**src/rtl/rv64_div_unit.sv**
```systemverilog
// Multi-cycle RV64M DIV/DIVU/REM/REMU (+W) unit, radix-2 restoring, one quotient bit per cycle.
// Latency: out_valid at accept+N+3 (N=64, or 32 for W ops); accept+2 for divide-by-zero/overflow.
// Backpressure: in_ready only in IDLE; result/out_valid held in DONE until out_ready; kill aborts.
// Ports: clk/reset; in_valid/in_ready with operand_a, operand_b, div_op, word_op; kill;
//        out_valid/out_ready with result; busy.
// Build option: DIV_EARLY_OUT_EN skips CALC when |dividend| < |divisor|.
module rv64_div_unit #(
    parameter int XLEN = 64
) (
    input  logic            clk,
    input  logic            reset,
    input  logic            in_valid,
    output logic            in_ready,
    input  logic [XLEN-1:0] operand_a,
    input  logic [XLEN-1:0] operand_b,
    input  logic [1:0]      div_op,
    input  logic            word_op,
    input  logic            kill,
    output logic            out_valid,
    input  logic            out_ready,
    output logic [XLEN-1:0] result,
    output logic            busy
);
    typedef enum logic [2:0] {IDLE, PREP, CALC, FIX, DONE} state_t;

    state_t      state_q, state_d;
    logic [63:0] a_q, a_d, b_q, b_d;
    logic [1:0]  op_q, op_d;
    logic        word_q, word_d;
    logic [63:0] rem_q, rem_d, quo_q, quo_d, dvs_q, dvs_d;
    logic [6:0]  cnt_q, cnt_d;
    logic        qneg_q, qneg_d, rneg_q, rneg_d;
    logic        out_valid_q, out_valid_d;
    logic [63:0] result_q, result_d;

    // Operand conditioning, evaluated from the latched request (used in PREP).
    logic        sgn, a_neg, b_neg, div_zero, ovf, early;
    logic [63:0] ext_a, ext_b, mag_a, mag_b, min_val;
    logic [64:0] rem_sh, diff;
    logic [63:0] q_fix, r_fix, pick;

    function automatic logic [63:0] sext32(input logic [31:0] v);
        return {{32{v[31]}}, v};
    endfunction

    assign sgn      = ~op_q[0];
    assign ext_a    = word_q ? {{32{sgn & a_q[31]}}, a_q[31:0]} : a_q;
    assign ext_b    = word_q ? {{32{sgn & b_q[31]}}, b_q[31:0]} : b_q;
    assign a_neg    = sgn & ext_a[63];
    assign b_neg    = sgn & ext_b[63];
    assign mag_a    = a_neg ? (64'd0 - ext_a) : ext_a;
    assign mag_b    = b_neg ? (64'd0 - ext_b) : ext_b;
    assign min_val  = word_q ? 64'hFFFF_FFFF_8000_0000 : 64'h8000_0000_0000_0000;
    assign div_zero = (ext_b == 64'd0);
    assign ovf      = sgn & (ext_a == min_val) & (ext_b == '1);
`ifdef DIV_EARLY_OUT_EN
    assign early    = ~div_zero & (mag_a < mag_b);
`else
    assign early    = 1'b0;
`endif

    // One restoring step: shift in the next dividend bit and trial-subtract the divisor.
    assign rem_sh = {rem_q, quo_q[63]};
    assign diff   = rem_sh - {1'b0, dvs_q};

    assign q_fix = qneg_q ? (64'd0 - quo_q) : quo_q;
    assign r_fix = rneg_q ? (64'd0 - rem_q) : rem_q;

    always_comb begin
        state_d     = state_q;
        a_d         = a_q;
        b_d         = b_q;
        op_d        = op_q;
        word_d      = word_q;
        rem_d       = rem_q;
        quo_d       = quo_q;
        dvs_d       = dvs_q;
        cnt_d       = cnt_q;
        qneg_d      = qneg_q;
        rneg_d      = rneg_q;
        out_valid_d = 1'b0;
        result_d    = result_q;
        pick        = 64'd0;
        case (state_q)
            IDLE: begin
                if (in_valid) begin
                    a_d     = operand_a;
                    b_d     = operand_b;
                    op_d    = div_op;
                    word_d  = word_op;
                    state_d = PREP;
                end
            end
            PREP: begin
                if (div_zero || ovf || early) begin
                    // quotient/remainder pair for the short-circuit cases
                    if (div_zero)
                        pick = op_q[1] ? ext_a : '1;
                    else if (ovf)
                        pick = op_q[1] ? 64'd0 : ext_a;
                    else
                        pick = op_q[1] ? ext_a : 64'd0;
                    result_d = word_q ? sext32(pick[31:0]) : pick;
                    state_d  = DONE;
                end else begin
                    rem_d   = 64'd0;
                    // W dividends sit in the top half so the MSB-first shift sees them first.
                    quo_d   = word_q ? {mag_a[31:0], 32'd0} : mag_a;
                    dvs_d   = mag_b;
                    cnt_d   = word_q ? 7'd32 : 7'd64;
                    qneg_d  = a_neg ^ b_neg;
                    rneg_d  = a_neg;
                    state_d = CALC;
                end
            end
            CALC: begin
                if (!diff[64]) begin
                    rem_d = diff[63:0];
                    quo_d = {quo_q[62:0], 1'b1};
                end else begin
                    rem_d = rem_sh[63:0];
                    quo_d = {quo_q[62:0], 1'b0};
                end
                cnt_d = cnt_q - 7'd1;
                if (cnt_q == 7'd1)
                    state_d = FIX;
            end
            FIX: begin
                pick     = op_q[1] ? r_fix : q_fix;
                result_d = word_q ? sext32(pick[31:0]) : pick;
                state_d  = DONE;
            end
            DONE: begin
                // out_valid is registered one cycle after entering DONE.
                out_valid_d = 1'b1;
                if (out_valid_q && out_ready) begin
                    out_valid_d = 1'b0;
                    state_d     = IDLE;
                end
            end
            default: state_d = IDLE;
        endcase
        // Flush wins over accept and over the output handshake.
        if (kill) begin
            state_d     = IDLE;
            out_valid_d = 1'b0;
            if (state_q == IDLE) begin
                a_d    = a_q;
                b_d    = b_q;
                op_d   = op_q;
                word_d = word_q;
            end
        end
    end

    always_ff @(posedge clk or posedge reset) begin
        if (reset) begin
            state_q     <= IDLE;
            a_q         <= '0;
            b_q         <= '0;
            op_q        <= '0;
            word_q      <= 1'b0;
            rem_q       <= '0;
            quo_q       <= '0;
            dvs_q       <= '0;
            cnt_q       <= '0;
            qneg_q      <= 1'b0;
            rneg_q      <= 1'b0;
            out_valid_q <= 1'b0;
            result_q    <= '0;
        end else begin
            state_q     <= state_d;
            a_q         <= a_d;
            b_q         <= b_d;
            op_q        <= op_d;
            word_q      <= word_d;
            rem_q       <= rem_d;
            quo_q       <= quo_d;
            dvs_q       <= dvs_d;
            cnt_q       <= cnt_d;
            qneg_q      <= qneg_d;
            rneg_q      <= rneg_d;
            out_valid_q <= out_valid_d;
            result_q    <= result_d;
        end
    end

    assign in_ready  = (state_q == IDLE);
    assign busy      = (state_q != IDLE);
    assign out_valid = out_valid_q;
    assign result    = result_q;
endmodule

```
**config.mk**
```make
export PLATFORM = sky130hd
export DESIGN_NAME = rv64_div_unit
export DESIGN_NICKNAME = d
export VERILOG_FILES = /design/src/rtl/rv64_div_unit.sv
export SDC_FILE = /design/constraint.sdc
export NUM_CORES = 2
export LEC_CHECK = 0
export ABC_AREA = 1
export CAP_MARGIN = 10
export CORE_MARGIN = 2
export CORE_UTILIZATION = 45
export DETAILED_ROUTE_END_ITERATION = 8
export GPL_TIMING_DRIVEN = 0
export PLACE_DENSITY = 0.63
export SLEW_MARGIN = 20
export SYNTH_ARGS = -nofsm -noshare
export SYNTH_HDL_FRONTEND = slang
export SYNTH_SLANG_ARGS = --single-unit
```
**constraint.sdc**
```tcl
create_clock -name clk -period 12.9 [get_ports clk]
set_input_delay 1.29 -clock clk [delete_from_list [all_inputs] [get_ports clk]]
set_output_delay 1.29 -clock clk [all_outputs]
set_load 0.02 [all_outputs]
```
# Yosys cells after proc, flatten, opt, wreduce, memory -nomap -nowiden
# Index checks and enable logic that the tools add are counted.
[totals]
register_bits = 400
in_bits = 136
out_inout_bits = 67
elab_cells = 104
[classes]
add_sub_neg = 6
n_eq_ne = 13
muxes = 52
bitwise_logic = 9
n_reduce_logical = 11
[ops]
columns = ["op", "count"]
rows = [
  ["64-bit two-way mux", 27],
  ["64-bit case mux with 2 select lines", 3],
  ["1-bit by 64-bit subtractor with 64-bit output (first input constant)", 4],
  ["65-bit by 64-bit subtractor with 65-bit output", 1],
  ["64-bit == test", 1],
  ["64-bit == test (second input constant)", 1],
  ["64-bit zero test", 1],
  ["63-bit two-way mux", 1],
  ["3-bit two-way mux", 5],
  ["3-bit case mux with 5 select lines", 1],
  ["7-bit two-way mux", 2],
  ["7-bit case mux with 2 select lines", 1],
  ["1-bit two-way mux", 8],
  ["2-bit two-way mux", 4],
  ["7-bit by 1-bit == test with 1-bit output (second input constant)", 1],
  ["7-bit by 1-bit subtractor with 7-bit output (second input constant)", 1],
  ["1-bit bitwise AND", 6],
  ["3-bit by 2-bit == test with 1-bit output (second input constant)", 2],
  ["2-bit inequality test (second input constant)", 3],
  ["3-bit inequality test (second input constant)", 2],
  ["2-bit AND reduction", 3],
  ["2-bit nonzero test", 2],
  ["3-bit by 1-bit == test with 1-bit output (second input constant)", 1],
  ["3-bit == test (second input constant)", 1],
  ["8 further kinds", 9],
]

# Logic depth before layout (Yosys ltp)
[depth]
ltp_word = 11
depth_mapped = 23
depth_no_buf = 19

# Worst setup path after synthesis
# Ideal clock, no wire load.
[synth_path]
path_kind = "reg-to-reg"
from = "reg quo_q[63]"
to = "reg rem_q[19]"
setup_time_ns = 0.118
arrival_time_ns = 2.619
t_required_ns = 12.782
setup_slack_ns = 10.163
path_stages_with_launch = 18
path_buffers = 2
synth_period_minus_slack_ns = 2.737
path_cell_list = "dfrtp_1 > inv_1 > ha_1 > fa_1 > o21ai_2 > a21oi_1 > o21ai_1 > nand2_1 > nand2_1 > nand3_1 > nand2_1 > nand2_1 > nand2_1 > buf_4 > buf_2 > nand2_1 > nand3_1 > nand2_1"
[synth_between]
elab_chain_cells = 3
[synth_rtl]
columns = ["item", "line_no", "text"]
rows = [
  ["from (decl)", "30", "logic [63:0] rem_q, rem_d, quo_q, quo_d, dvs_q, dvs_d;"],
  ["from (signal assigned)", "178", "quo_q <= quo_d;"],
  ["65-bit by 64-bit subtractor with 65-bit output", "64", "assign diff = rem_sh - {1'b0, dvs_q};"],
  ["64-bit two-way mux", "117", "if (!diff[64]) begin"],
  ["64-bit case mux with 2 select lines", "84", "case (state_q)"],
  ["to (signal assigned)", "177", "rem_q <= rem_d;"],
  ["to (decl)", "30", ""],
]
# Every way passes these cells.
# A chain may end at the register's enable or synchronous reset.

# Final worst setup path
[layout_path]
from = "reg a_q[0]"
to = "reg result_q[43], in the netlist result[43]"
[layout_between]
elab_chain_cells = 9
elab_cells_between_ends = 12
cone_classes = "eq/ne: 2; mux: 6; bitwise: 2; reduce/logical: 2"
[layout_rtl]
columns = ["item", "line_no", "text"]
rows = [
  ["from (decl)", "27", "logic [63:0] a_q, a_d, b_q, b_d;"],
  ["from (signal assigned)", "159", "a_q <= '0;"],
  ["from (signal assigned)", "173", "a_q <= a_d;"],
  ["64-bit two-way mux (*)", "47", "assign ext_a = word_q ? {{32{sgn & a_q[31]}}, a_q[31:0]} : a_q;"],
  ["64-bit == test (*)", "55", "assign ovf = sgn & (ext_a == min_val) & (ext_b == '1);"],
  ["1-bit bitwise AND (*) (2 in a row)", "55", ""],
  ["64-bit two-way mux", "99", "else if (ovf)"],
  ["64-bit two-way mux", "97", "if (div_zero)"],
  ["64-bit two-way mux", "103", "result_d = word_q ? sext32(pick[31:0]) : pick;"],
  ["64-bit two-way mux", "95", "if (div_zero || ovf || early) begin"],
  ["64-bit case mux with 2 select lines", "84", ""],
  ["to (signal assigned)", "184", "result_q <= result_d;"],
  ["to (decl)", "34", "logic [63:0] result_q, result_d;"],
]
# Mark *: on every way between the ends. The rest lies on a longest branch, timed or not. The select of a mux whose other input is x is not followed.

==> flow_summary_export.csv <==
group,metric,value,unit
power,powerDensity,257,nW/um2
floorplanning,initial_core_util,45.3,%
timing,hold_viol,0,
power,irDropWorstVdd,167,uV
cts,clk_pin_slew_worst_paths,0.06,ns
cts,clockRootBuffer,"clkbuf_16",
finish,layout_common_cells,"1562 x nand2_1, 724 x nor2_1, 556 x inv_1",
logic_synthesis,synthAdderAreaFrac,2.81,%
timing,skew,0.0546,ns
global_route,grt_pass1_vias,34359,
place,gp_congestion,1.06,
global_route,globalRouteOverflowTotal,0,
logic_synthesis,synth_edf_count,0,
floorplanning,ios,203,
cts,clock_latency,0.64,ns
global_route,antenna_found_initial,7,
hold_path,min_path_type,"reg -> reg",
setup_path,crit_chain,"inv_1, ha_1, nand3_1, nor2_1, nand2_1, nor2_1, nand3_1, nor2_1, nand2_1, a21boi_4, nand2_1, nand2_1, inv_2, buf_2, nand3_1, nand2_1",
global_route,grt_first_pass_wirelength,226000,um
timing,min_period,4.79,ns
finish,area_growth,15.6,%
timing,final_max_slew_viol_count,0,
timing,tightest_slew,1.26,ns
place,post-place-ws,8.01,ns
timing,setup_slack,8.11,ns
global_route,use_met1,60.9,%
global_route,use_met2,59.0,%
timing,clock.fmax,209,MHz
finish,nFillCells,7457,
global_route,grt_use_total,41.2,%
place,hpwl,130000,um
routing,via_count,37454,
setup_path,cpMostUsedCell,"nand2_1",
logic_synthesis,synth-xor-area-share,4.15,%
setup_path,cp_top_family,"simple AND/OR/NAND/NOR gates",
finish,nNetsFinal,5650,
global_route,grt_max_degree,92,
setup_path,crit_type,"reg -> reg",
setup_path,slowest_stage,"nor2_1",
routing,detail_route.first_pass.iterations,9,
flow_run,maxCapViolations,0,
setup_path,end_kind,"register",
timing,fin_hold_ws,0.481,ns
logic_synthesis,netlist_instances,5187,
cts,cts_resized,0,
cts,hold_buffers,0,
timing,rsz0062_at_grt,"false",
floorplanning,die_area,73900,um2
routing,drtIter0Drc,4700,
logic_synthesis,syn_area_per_cell,6.22,um2
timing,fin_crit_sh,37.1,%
power,power_leakage,17.8,nW
logic_synthesis,syn-num-nets,5395,
floorplanning,core_area,71200,um2
timing,setup_viol,0,
logic_synthesis,synth_compound_area_share,13.0,%
place,portBuffers,202,
global_route,busiest_layer,"met1",
logic_synthesis,synth_top_family_by_area,"simple AND/OR/NAND/NOR gates",
floorplanning,rows,98,
setup_path,cp.required,13.46,ns
logic_synthesis,synth_cell_types,54,
logic_synthesis,yosys.area_share.simple,37.6,%
setup_path,cpPeakStageDelay,0.87,ns
floorplanning,die_w,272,um
logic_synthesis,syn-cell-area,32300,um2
routing,drc_errors,0,
setup_path,startpoint_type,"register",
logic_synthesis,async_flop_share,100,%
setup_path,path_max_fanout,10,
routing,wl_per_cell,24.3,um
logic_synthesis,yosysSeqAreaShare,31.0,%
cts,cts_made_buffers,47,
finish,final_util,52.4,%
finish,multi_input_area,19200,um2
cts,postCtsSetupBuffers,0,
cts,cts_tree,"done",
logic_synthesis,ys.flop_type,"dfrtp_1",
routing,drtAntennaViolNets,0,
routing,avgViaCountPerCell,5.82,
floorplanning,die_y,272,um
logic_synthesis,synthMuxAreaShare,1.81,%
cts,cts.sinks,400,
finish,final_common_cell,"nand2_1",
finish,seq_area,10000,um2
timing,maxSlewHeadroom,15.8,%
logic_synthesis,ys_warn_count,0,
cts,cts_buffer_depth,3,
logic_synthesis,ys_ff_latch,400,
setup_path,arrival,5.35,ns
outcome,outcome,"finished, final reports clean",
finish,drive_gt1_share,4.76,%
global_route,gr-usage-met3,10.4,%
setup_path,crit_buf_inv,3,
routing,wl,156000,um
cts,htreeDepth,2,
==> cells in the mapped netlist, drive strengths merged, types with 7 or more instances <==
library cell  number  share of area, %
a21o              13              0.30
a21oi            324               5.1
a31oi              8              0.16
buf              107               1.9
clkbuf            90               1.0
dfrtp            400                31
ha                71               2.8
inv              568               6.6
mux2              52               1.8
nand2           1568                18
nand3            488               7.7
nand4             65               1.3
nor2             735               8.7
nor3              69               1.1
nor4              17              0.33
o211ai            21              0.49
o21a               7              0.16
o21ai            376               5.8
o21bai             9              0.21
o311ai             9              0.24
xnor2             35              0.95
xor2             118               3.2
==> stage by stage <==
| step | power, mW | std cells | cell area (um2) | TNS [ns] |
|---|---|---|---|---|
| final | 9.59 | 6431 | 37300 | 0 |
| after global routing | 10.1 | 6430 | 37300 | 0 |
| after CTS | 9.35 | 6430 | 37300 | 0 |
| after detailed placement | 7.85 | 6343 | 35600 | 0 |
| after global placement | 7.83 | 6339 | 35500 | -1742.32 |
| after floorplan | 5.66 | 5187 | 32300 | 0 |
==> final cells by class <==
cell class                      instances  area share, %
Antenna cell                            1        0.00671
Buffer                                197           2.58
Clock buffer                           68           3.58
Clock inverter                         19          0.956
Inverter                              570           5.76
Multi-Input combinational cell       4020           51.4
Sequential cell                       400           26.8
Tap cell                              950           3.19
Timing Repair Buffer                  206           5.72
==> worst paths after layout <==
kind | cells past startpoint | start | slack (ns) | endpoint
worst max-delay path | 16 | a_q[0] | 8.11 | result[43]
worst min-delay path | 2 | result[10] | 0.48 | result[10]
worst max register to register | 16 | a_q[0] | 8.11 | result[43]
worst min register to register | 2 | result[10] | 0.48 | result[10]
max in group asynchronous | 5 | reset | 10.03 | result[6]
min in group asynchronous | 2 | reset | 1.14 | b_q[21]
==> worst reg2reg max path, cell delays in order (launching register included) <==
cell and delay (ns):
dfrtp_1 0.39, inv_1 0.31, ha_1 0.37, nand3_1 0.17, nor2_1 0.25, nand2_1 0.16
nor2_1 0.87, nand3_1 0.33, nor2_1 0.28, nand2_1 0.10, a21boi_4 0.16, nand2_1 0.06
nand2_1 0.11, inv_2 0.33, buf_2 0.44, nand3_1 0.28, nand2_1 0.11
==> per-layer routing <==
layer | up-vias | wire [um]
li1 | 17235 | -
met4 | 8 | 5140
met2 | 2075 | 63300
met5 | - | 47
met3 | 277 | 18000
met1 | 17859 | 69900
==> flip-flops by register name, summed over array words and instances, names as in the netlist <==
name,flops
word_q,1
rneg_q,1
state_q,3
dvs_q,64
out_valid,1
result,64
a_q,64
op_q,2
qneg_q,1
cnt_q,7
b_q,64
rem_q,64
quo_q,64
==> cells by family after synthesis <==
group / Yosys count
buffers and inverters: 767
flip-flops: 400
AND/OR/NAND/NOR: 2957
multiplexers: 52
XOR/XNOR: 153
AO/OA/AOI/OAI: 786
adder cells (fa/ha/maj): 72
==> power by group <==
| group | switching [mW] | internal [mW] | total [mW] |
|---|---|---|---|
| Clock | 0.607 | 0.869 | 1.48 |
| Combinational | 4.19 | 1.72 | 5.91 |
| Sequential | 0.511 | 1.69 | 2.20 |
(Power assumes the default switching activity.)
